==> src/rtl/hazard_stall_controller_if.sv <==
// Pipeline-side signal bundle for the hazard/stall controller.
// The master modport is the pipeline, which supplies hazard inputs and consumes stage controls.
interface hazard_stall_controller_if;
  logic [4:0]  ID_rs;
  logic [4:0]  ID_rt;
  logic        ID_uses_rs;
  logic        ID_uses_rt;
  logic        EX_MemRead;
  logic [4:0]  EX_rd;
  logic        EX_branch_taken;
  logic        MEM_mem_req;
  logic        MEM_mem_ready;
  logic        halt_req;
  logic        PC_Write;
  logic        IF_ID_Write;
  logic        IF_ID_Flush;
  logic        ID_EX_Flush;
  logic        EX_MEM_Write;
  logic        MEM_WB_Bubble;
  logic [2:0]  state;
  logic [15:0] stall_cycles;
  logic        mem_timeout_err;

  modport master (
    output ID_rs, ID_rt, ID_uses_rs, ID_uses_rt, EX_MemRead, EX_rd,
           EX_branch_taken, MEM_mem_req, MEM_mem_ready, halt_req,
    input  PC_Write, IF_ID_Write, IF_ID_Flush, ID_EX_Flush, EX_MEM_Write,
           MEM_WB_Bubble, state, stall_cycles, mem_timeout_err
  );

  modport slave (
    input  ID_rs, ID_rt, ID_uses_rs, ID_uses_rt, EX_MemRead, EX_rd,
           EX_branch_taken, MEM_mem_req, MEM_mem_ready, halt_req,
    output PC_Write, IF_ID_Write, IF_ID_Flush, ID_EX_Flush, EX_MEM_Write,
           MEM_WB_Bubble, state, stall_cycles, mem_timeout_err
  );
endinterface

==> src/rtl/hazard_stall_controller.sv <==
// Stall/flush sequencer for the 5-stage core: load-use bubbles, branch flushes,
// data-memory waits with timeout, and a drain-then-halt sequence.
module hazard_stall_controller #(
  parameter int         MEM_TIMEOUT  = 16,
  parameter int         DRAIN_CYCLES = 3,
  parameter logic [4:0] REG_ZERO     = 5'd31
) (
  input  logic                        clk,
  input  logic                        rst_n,
  hazard_stall_controller_if.slave    bus
);
  localparam int WW = $clog2(MEM_TIMEOUT + 1);
  localparam int DW = $clog2(DRAIN_CYCLES + 1);

  typedef enum logic [2:0] {
    RUN      = 3'd0,
    MEM_WAIT = 3'd1,
    DRAIN    = 3'd2,
    HALTED   = 3'd3
  } state_t;

  state_t          state_reg, state_next;
  logic [WW-1:0]   wait_cnt_reg, wait_cnt_next;
  logic [DW-1:0]   drain_cnt_reg, drain_cnt_next;
  logic [15:0]     stall_reg;
  logic            err_reg, err_next;

  logic memwait, loaduse;
  logic pc_w, ifid_w, ifid_f, idex_f, exmem_w, memwb_b;

  assign memwait = bus.MEM_mem_req & ~bus.MEM_mem_ready;
  assign loaduse = bus.EX_MemRead && (bus.EX_rd != REG_ZERO) &&
                   ((bus.ID_uses_rs && (bus.EX_rd == bus.ID_rs)) ||
                    (bus.ID_uses_rt && (bus.EX_rd == bus.ID_rt)));

  always_comb begin
    state_next     = state_reg;
    wait_cnt_next  = wait_cnt_reg;
    drain_cnt_next = drain_cnt_reg;
    err_next       = err_reg;
    pc_w           = 1'b0;
    ifid_w         = 1'b0;
    ifid_f         = 1'b0;
    idex_f         = 1'b0;
    exmem_w        = 1'b0;
    memwb_b        = 1'b0;
    case (state_reg)
      RUN, MEM_WAIT: begin
        if (state_reg == MEM_WAIT && !bus.MEM_mem_ready) begin
          memwb_b = 1'b1;
          if (wait_cnt_reg >= WW'(MEM_TIMEOUT - 1)) begin
            state_next    = HALTED;
            err_next      = 1'b1;
            wait_cnt_next = WW'(MEM_TIMEOUT);
          end else begin
            wait_cnt_next = wait_cnt_reg + WW'(1);
          end
        end else begin
          // A released wait behaves as a RUN cycle; memwait is already false here.
          state_next = RUN;
          pc_w       = 1'b1;
          ifid_w     = 1'b1;
          exmem_w    = 1'b1;
          if (memwait) begin
            pc_w          = 1'b0;
            ifid_w        = 1'b0;
            exmem_w       = 1'b0;
            memwb_b       = 1'b1;
            state_next    = MEM_WAIT;
            wait_cnt_next = WW'(1);
          end else if (bus.EX_branch_taken) begin
            ifid_f = 1'b1;
            idex_f = 1'b1;
          end else if (loaduse) begin
            pc_w   = 1'b0;
            ifid_w = 1'b0;
            idex_f = 1'b1;
          end else if (bus.halt_req) begin
            pc_w           = 1'b0;
            ifid_f         = 1'b1;
            state_next     = DRAIN;
            drain_cnt_next = DW'(1);
          end
        end
      end
      DRAIN: begin
        if (memwait) begin
          memwb_b = 1'b1;
        end else begin
          ifid_f  = 1'b1;
          idex_f  = 1'b1;
          exmem_w = 1'b1;
          if (drain_cnt_reg >= DW'(DRAIN_CYCLES)) begin
            state_next = HALTED;
          end else begin
            drain_cnt_next = drain_cnt_reg + DW'(1);
          end
        end
      end
      HALTED: begin
      end
      default: begin
        state_next = RUN;
      end
    endcase
  end

  always_ff @(posedge clk or negedge rst_n) begin
    if (!rst_n) begin
      state_reg     <= RUN;
      wait_cnt_reg  <= '0;
      drain_cnt_reg <= '0;
      stall_reg     <= '0;
      err_reg       <= 1'b0;
    end else begin
      state_reg     <= state_next;
      wait_cnt_reg  <= wait_cnt_next;
      drain_cnt_reg <= drain_cnt_next;
      err_reg       <= err_next;
      if (!pc_w && state_reg != HALTED && stall_reg != 16'hFFFF) begin
        stall_reg <= stall_reg + 16'd1;
      end
    end
  end

  // Controls are forced low while reset is held, independent of state.
  assign bus.PC_Write        = rst_n & pc_w;
  assign bus.IF_ID_Write     = rst_n & ifid_w;
  assign bus.IF_ID_Flush     = rst_n & ifid_f;
  assign bus.ID_EX_Flush     = rst_n & idex_f;
  assign bus.EX_MEM_Write    = rst_n & exmem_w;
  assign bus.MEM_WB_Bubble   = rst_n & memwb_b;
  assign bus.state           = state_reg;
  assign bus.stall_cycles    = stall_reg;
  assign bus.mem_timeout_err = err_reg;
endmodule

==> src/flat_wrapper.sv <==
// flat-port wrapper written by rule: the top's interface ports become plain ports
module hazard_stall_controller_flat 
#(
  parameter int         MEM_TIMEOUT  = 16,
  parameter int         DRAIN_CYCLES = 3,
  parameter logic [4:0] REG_ZERO     = 5'd31
)
  (clk, rst_n, bus_ID_rs, bus_ID_rt, bus_ID_uses_rs, bus_ID_uses_rt, bus_EX_MemRead, bus_EX_rd, bus_EX_branch_taken, bus_MEM_mem_req, bus_MEM_mem_ready, bus_halt_req, bus_PC_Write, bus_IF_ID_Write, bus_IF_ID_Flush, bus_ID_EX_Flush, bus_EX_MEM_Write, bus_MEM_WB_Bubble, bus_state, bus_stall_cycles, bus_mem_timeout_err);
  hazard_stall_controller_if bus_i ();
  input  logic clk;
  input  logic rst_n;
  input wire logic [$bits(bus_i.ID_rs)-1:0] bus_ID_rs;
  input wire logic [$bits(bus_i.ID_rt)-1:0] bus_ID_rt;
  input wire logic [$bits(bus_i.ID_uses_rs)-1:0] bus_ID_uses_rs;
  input wire logic [$bits(bus_i.ID_uses_rt)-1:0] bus_ID_uses_rt;
  input wire logic [$bits(bus_i.EX_MemRead)-1:0] bus_EX_MemRead;
  input wire logic [$bits(bus_i.EX_rd)-1:0] bus_EX_rd;
  input wire logic [$bits(bus_i.EX_branch_taken)-1:0] bus_EX_branch_taken;
  input wire logic [$bits(bus_i.MEM_mem_req)-1:0] bus_MEM_mem_req;
  input wire logic [$bits(bus_i.MEM_mem_ready)-1:0] bus_MEM_mem_ready;
  input wire logic [$bits(bus_i.halt_req)-1:0] bus_halt_req;
  output wire logic [$bits(bus_i.PC_Write)-1:0] bus_PC_Write;
  output wire logic [$bits(bus_i.IF_ID_Write)-1:0] bus_IF_ID_Write;
  output wire logic [$bits(bus_i.IF_ID_Flush)-1:0] bus_IF_ID_Flush;
  output wire logic [$bits(bus_i.ID_EX_Flush)-1:0] bus_ID_EX_Flush;
  output wire logic [$bits(bus_i.EX_MEM_Write)-1:0] bus_EX_MEM_Write;
  output wire logic [$bits(bus_i.MEM_WB_Bubble)-1:0] bus_MEM_WB_Bubble;
  output wire logic [$bits(bus_i.state)-1:0] bus_state;
  output wire logic [$bits(bus_i.stall_cycles)-1:0] bus_stall_cycles;
  output wire logic [$bits(bus_i.mem_timeout_err)-1:0] bus_mem_timeout_err;
  assign bus_i.ID_rs = bus_ID_rs;
  assign bus_i.ID_rt = bus_ID_rt;
  assign bus_i.ID_uses_rs = bus_ID_uses_rs;
  assign bus_i.ID_uses_rt = bus_ID_uses_rt;
  assign bus_i.EX_MemRead = bus_EX_MemRead;
  assign bus_i.EX_rd = bus_EX_rd;
  assign bus_i.EX_branch_taken = bus_EX_branch_taken;
  assign bus_i.MEM_mem_req = bus_MEM_mem_req;
  assign bus_i.MEM_mem_ready = bus_MEM_mem_ready;
  assign bus_i.halt_req = bus_halt_req;
  assign bus_PC_Write = bus_i.PC_Write;
  assign bus_IF_ID_Write = bus_i.IF_ID_Write;
  assign bus_IF_ID_Flush = bus_i.IF_ID_Flush;
  assign bus_ID_EX_Flush = bus_i.ID_EX_Flush;
  assign bus_EX_MEM_Write = bus_i.EX_MEM_Write;
  assign bus_MEM_WB_Bubble = bus_i.MEM_WB_Bubble;
  assign bus_state = bus_i.state;
  assign bus_stall_cycles = bus_i.stall_cycles;
  assign bus_mem_timeout_err = bus_i.mem_timeout_err;
  hazard_stall_controller #(.MEM_TIMEOUT(MEM_TIMEOUT), .DRAIN_CYCLES(DRAIN_CYCLES), .REG_ZERO(REG_ZERO)) u_core (.clk(clk), .rst_n(rst_n), .bus(bus_i));
endmodule
==> config.mk <==
export PLATFORM = sky130hd
export DESIGN_NAME = hazard_stall_controller_flat
export DESIGN_NICKNAME = d
export VERILOG_FILES = /design/src/rtl/hazard_stall_controller_if.sv /design/src/rtl/hazard_stall_controller.sv /design/src/flat_wrapper.sv
export SDC_FILE = /design/constraint.sdc
export NUM_CORES = 1
export LEC_CHECK = 0
export ABC_AREA = 0
export CAP_MARGIN = 30
export CORE_MARGIN = 2
export CORE_UTILIZATION = 43
export CTS_BUF_LIST = sky130_fd_sc_hd__clkbuf_8
export CTS_CLUSTER_DIAMETER = 60
export DETAILED_ROUTE_END_ITERATION = 16
export PLACE_DENSITY = 0.8
export SYNTH_ARGS = -nofsm -noshare
export SYNTH_HDL_FRONTEND = slang
export SYNTH_SLANG_ARGS = --single-unit
==> constraint.sdc <==
create_clock -name clk -period 2.1 [get_ports clk]
set_clock_uncertainty 0.1 [all_clocks]
set_input_delay 0.42 -clock clk [delete_from_list [all_inputs] [get_ports clk]]
set_output_delay 0.42 -clock clk [all_outputs]
set_load 0.1 [all_outputs]
---- Word-level counts from Yosys, hierarchy flattened ----
Cells that the tools add are included.
storage, ports and cells
  bits in registers ....................... 27
  input port bits ......................... 24
  output and inout bits ................... 26
  word-level logic and storage cells ...... 102
operators by class
  add/subtract/negate cells ............... 3
  order comparisons ....................... 2
  equality and inequality tests ........... 17
  mux-type cells .......................... 48
  bitwise operators ....................... 9
  reductions and logical operators ........ 18
operator list
  kind                                                                                 number
  1-bit two-way mux                                                                    24
  3-bit two-way mux                                                                    7
  16-bit by 1-bit adder with 16-bit output, second input constant                      1
  2-bit two-way mux                                                                    8
  16-bit inequality test, second input constant                                        1
  5-bit two-way mux                                                                    3
  2-bit inequality test, second input constant                                         7
  5-bit == test                                                                        2
  3-bit case mux with 3 select lines                                                   1
  1-bit case mux with 2 select lines                                                   4
  8-bit AND reduction                                                                  1
  1-bit AND                                                                            7
  1-bit logical AND                                                                    7
  3-bit by 2-bit == test with 1-bit output, second input constant                      2
  5-bit by 1-bit adder with 5-bit output, second input constant                        1
  5-bit by 4-bit greater-or-equal comparator with 1-bit output, second input constant  1
  5-bit inequality test, second input constant                                         1
  2-bit case mux with 2 select lines                                                   1
  4-bit AND reduction                                                                  1
  2-bit nonzero test                                                                   2
  3-bit by 1-bit == test with 1-bit output, second input constant                      1
  3-bit logical NOT                                                                    1
  3-bit by 2-bit inequality test with 1-bit output, second input constant              1
  3-bit inequality test, second input constant                                         1
  9 further kinds                                                                      11

---- Depth between registers and ports, before layout ----
  word-level depth ........................ 12
  gate-level depth with buffers ........... 8
  mapped depth without buffers ............ 8

---- Least setup slack after synthesis ----
OpenSTA, ideal clock, no wires.
  path type ............................... reg-to-output
  from .................................... reg u_core.state_reg[1], in the netlist u_core.bus.state[1]
  to ...................................... out bus_IF_ID_Flush
  data arrival time ....................... 3.222 ns
  required time ........................... 1.580 ns
  setup slack ............................. -1.642 ns
  cell stages (with the launch flop) ...... 6
  path buffers ............................ 1
  cell sequence ........................... dfrtp_1 -> buf_4 -> and2_4 -> nand2b_1 -> or3_1 -> o22ai_1
between the ends
  cells in the longest elaborated chain, start to end .. 5
  elaborated cells between the ends (all ways) .. 8
  classes of those cells .................. 2 x eq/ne; 2 x mux; 1 x bitwise; 3 x reduce/logical
RTL lines
  element                                   RTL line                                                      source
  start: declaration                        hazard_stall_controller.sv:22                                 state_t state_reg, state_next;
  start signal: assignment                  hazard_stall_controller.sv:116                                state_reg <= state_next;
  3-bit by 1-bit == test with 1-bit output  hazard_stall_controller.sv:47, hazard_stall_controller.sv:49
  1-bit logical AND                         hazard_stall_controller.sv:49                                 if (state_reg == MEM_WAIT && !bus.MEM_mem_ready) begin
  1-bit two-way mux                         hazard_stall_controller.sv:49
  1-bit case mux with 2 select lines (*)    hazard_stall_controller.sv:47                                 case (state_reg)
  1-bit AND (*)                             hazard_stall_controller.sv:129                                assign bus.IF_ID_Flush = rst_n & ifid_f;
  end: declaration                          flat_wrapper.sv:24                                            output wire logic [$bits(bus_i.IF_ID_Flush)-1:0] bus_IF_ID_Flush;
Mark *: on every way between the ends. The rest lies on a longest branch, timed or not.

---- Worst setup path after layout ----
  from .................................... in bus_EX_rd[0]
  to ...................................... out bus_ID_EX_Flush
between the ends
  cells in the longest elaborated chain, start to end .. 10
  elaborated cells between the ends (all ways) .. 14
  classes of those cells .................. 3 x eq/ne; 5 x mux; 1 x bitwise; 5 x reduce/logical
RTL lines
  element                                 RTL line                                                      source
  start: declaration                      flat_wrapper.sv:17                                            input wire logic [$bits(bus_i.EX_rd)-1:0] bus_EX_rd;
  5-bit == test (on tied branches)        hazard_stall_controller.sv:33, hazard_stall_controller.sv:34
  1-bit logical AND (on tied branches)    hazard_stall_controller.sv:33, hazard_stall_controller.sv:34
  1-bit logical OR                        hazard_stall_controller.sv:33                                 ((bus.ID_uses_rs && (bus.EX_rd == bus.ID_rs)) ||
  1-bit logical AND (*)                   hazard_stall_controller.sv:32                                 assign loaduse = bus.EX_MemRead && (bus.EX_rd != REG_ZERO) &&
  1-bit two-way mux (*)                   hazard_stall_controller.sv:74                                 end else if (loaduse) begin
  1-bit two-way mux (*)                   hazard_stall_controller.sv:71                                 end else if (bus.EX_branch_taken) begin
  1-bit two-way mux (*)                   hazard_stall_controller.sv:64                                 if (memwait) begin
  1-bit two-way mux (*)                   hazard_stall_controller.sv:49
  1-bit case mux with 2 select lines (*)  hazard_stall_controller.sv:47
  1-bit AND (*)                           hazard_stall_controller.sv:130                                assign bus.ID_EX_Flush = rst_n & idex_f;
  end: declaration                        flat_wrapper.sv:25                                            output wire logic [$bits(bus_i.ID_EX_Flush)-1:0] bus_ID_EX_Flush;
Marks and branches as above.

==> metrics.md <==
| Metric | Value |
|---|---|
| Status | complete, but fails checks |
| Failing checks | setup timing |
| Synthesis warning total | 0 |
| Max cap viols | 0 |
| Crit Path Class | primary input to output pin |
| Die W | 64.7 µm |
| Hold-fix buffers, CTS | 0 |
| Vias in the first global route | 1671 |
| CTS tree | built |
| P&R area growth vs syn | 72.0% |
| Flop pwr share | 37.6% |
| Internal power | 1.05 mW |
| Setup_tns | -773 ps |
| Avg Cell Area, Syn | 9.67 µm² |
| WL/cell | 14.9 µm |
| Leading cell type in the layout, fill and taps excluded | buf_4 |
| Top_reg_cell synth | dfrtp_1 |
| Clock Tree Buf Depth | 2 |
| Pins Over Slew Limit | 0 |
| Number of cells after detailed placement | 286 |
| Largest net degree at the start of global routing | 27 |
| Synth async-reset ratio | 100% |
| # DRC | 0 |
| Minimum clock period | 2320 ps |
| Initial Util | 44.0% |
| CTS clock-pin slew for the worst setup and hold paths | 90 ps |
| Setup violations, final | 5 |
| Diode count | 0 |
| Clock sinks | 26 |
| Fin cells | 296 |
| First-pass GRT wire length | 7750 µm |
| Post-synth cell types | 43 |
| Net load switching power | 0.740 mW |
| Leak Pwr | 1.20 nW |
| GP Congestion | 0.824 |
| Global Route Usage Sum | 23.1% |
| Hold Path Class | register to register |
| FF+latch count, synth | 26 |
| Htree depth | 1 |
| Fraction of layout cells with a size suffix above 1 | 52.4% |
| Clk pwr share | 17.9% |
| P per Cell Area | 655 nW/µm² |
| Vias/cell | 5.25 |
| Ports | 50 |
| Crit end category | output pin |
| Core area | 3610 µm² |
| Final ANT Viol Nets | 0 |
| Post-synth EDFFs | 0 |
| Synthesized area | 1590 µm² |
| Via Count | 1555 |
| Die area | 4190 µm² |
| Switching Share | 41.4% |
| Nets@finish | 277 |
| Std cell rows | 22 |
| Initial DRC count | 77 |
| Syn nets | 192 |
| DRT Pass-1 Iters | 4 |
| Global route total overflow | 0 |
| Final worst-path cycle share | 111% |
| RSZ-0062 raised after global routing | true |
| Max reg flops | 16 |
| CP max FO | 4 |
| Startpoint Class | primary input |
| Die Y | 64.7 µm |
| Commonest non-fill, non-tap cells in the layout | buf_4, xnor2_1, buf_12 |
| Port-buffer cells | 48 |
| Post-synthesis cell count | 164 |
| WL final | 4400 µm |
| Initial antenna violation count | 0 |
| Setup ws final | -225 ps |
| Combinational cell fraction of total power | 44.6% |
| Sequential-to-total area share from yosys stat | 41.0% |
| CP required | 1580 ps |
| F_max | 0.430 GHz |
| CTS Root Buffer Type | clkbuf_8 |
| Final Hold Fails | 0 |
| VDD IR max | 0.435 mV |
| Flop-to-flop setup slack | 80 ps |
| WP data arrival | 1800 ps |
| Dpl hpwl | 3200 µm |
| CTS buffer count | 3 |
| Clock Latency Late Sink | 260 ps |
[cell families (layout without fill, tap and decap cells)]
kind of cell               Yosys count  count (layout)  share of synthesized area (%)
DFF                                 26              26                           41.0
adders and majority gates            4               4                           3.16
buffers and inverters                9              93                           3.16
and+or+nand+nor                     73              73                           26.3
AOI/OAI and AO/OA                   25              25                           11.6
muxes                                1               1                          0.710
xor gates and xnor gates            25              25                           13.8
other                                1               1                          0.237
[metal layers]
metal / vias up / routed length, µm / track usage, % / share of wire [%]
met5: - / 0 / 0 / 0
met4: 0 / 36 / 3.99 / 0.82
met3: 4 / 160 / 2.78 / 3.6
met2: 46 / 2390 / 42.4 / 54
met1: 751 / 1810 / 29.3 / 41
li1: 754 / - / - / -
[what timing repair did]
action                                  in CTS  in global routing
cloned                                       1                  0
resized for setup                           75                 11
buffers inserted                             7                  1
endpoints found under the setup margin      19                 19
pin swaps                                   26                 10
[synth_stat cells, drive strengths merged (2+ instances only)]
| cell type | instances | area, µm² |
|---|---|---|
| nor2b | 2 | 12.5 |
| and4 | 2 | 20.0 |
| or3 | 3 | 18.8 |
| o22ai | 2 | 18.8 |
| nand3 | 7 | 35.0 |
| xnor2 | 24 | 210 |
| a22o | 2 | 17.5 |
| inv | 5 | 18.8 |
| and3 | 7 | 43.8 |
| nor3 | 2 | 10.0 |
| a21oi | 8 | 40.0 |
| ha | 4 | 50.1 |
| dfrtp | 26 | 651 |
| o21ai | 3 | 15.0 |
| buf | 4 | 31.3 |
| nand2b | 4 | 25.0 |
| nor4 | 2 | 25.0 |
| nor2 | 15 | 56.3 |
| nand2 | 11 | 48.8 |
| nand4 | 11 | 68.8 |
| and2 | 4 | 27.5 |
| nand4b | 2 | 17.5 |
[per-stage QoR]
stage          setup WS, ps  total power, mW  hold WS, ps  instance area [µm²]  util [%]
6_report               -225             1.79          396                 2730      75.6
5_1_grt                -301             1.89          414                 2730      75.6
4_1_cts                -258             1.78          393                 2680      74.4
3_5_place_dp           -682             1.46          371                 2570      71.2
3_3_place_gp           -605             1.44          366                 2570      71.2
2_1_floorplan          -553             1.16         24.4                 1730         -
[path summary, 6_finish.rpt]
kind                                       startpoint                          to  depth (start not counted)
setup / recovery                         bus_EX_rd[0]             bus_ID_EX_Flush                          8
hold / removal             u_core.bus.stall_cycles[9]  u_core.bus.stall_cycles[9]                          1
setup reg to reg                  u_core.bus.state[1]  u_core.bus.stall_cycles[1]                          5
hold reg to reg            u_core.bus.stall_cycles[9]  u_core.bus.stall_cycles[9]                          1
max in group asynchronous                       rst_n  u_core.bus.stall_cycles[7]                          2
min in group asynchronous                       rst_n  u_core.bus.stall_cycles[0]                          2
[power by group through the flow]
stage | Combinational, mW | Sequential [mW] | Clock [mW]
final | 0.796 | 0.671 | 0.319
after global routing | 0.840 | 0.687 | 0.359
after CTS | 0.786 | 0.669 | 0.322
after detailed placement | 0.783 | 0.679 | 0
after global placement | 0.769 | 0.672 | 0
after floorplan | 0.167 | 0.992 | 0
[worst max-delay path, cell delays in order]
cell     delay, ps
buf_8          110
xnor2_2        150
nand4_1        130
o22ai_2        210
nand3_2        130
a211o_1        310
a21oi_4        150
buf_12         190
[cell type report]
type / instances / area (µm²)
clock buffers: 4 / 55.1
fillers: 271 / 880
inverters: 5 / 18.8
multi-input cells: 129 / 1070
flip-flops and latches: 26 / 696
well taps: 48 / 60.1
repair buffers: 84 / 828
Note: power is estimated with default switching activity, not from simulation.
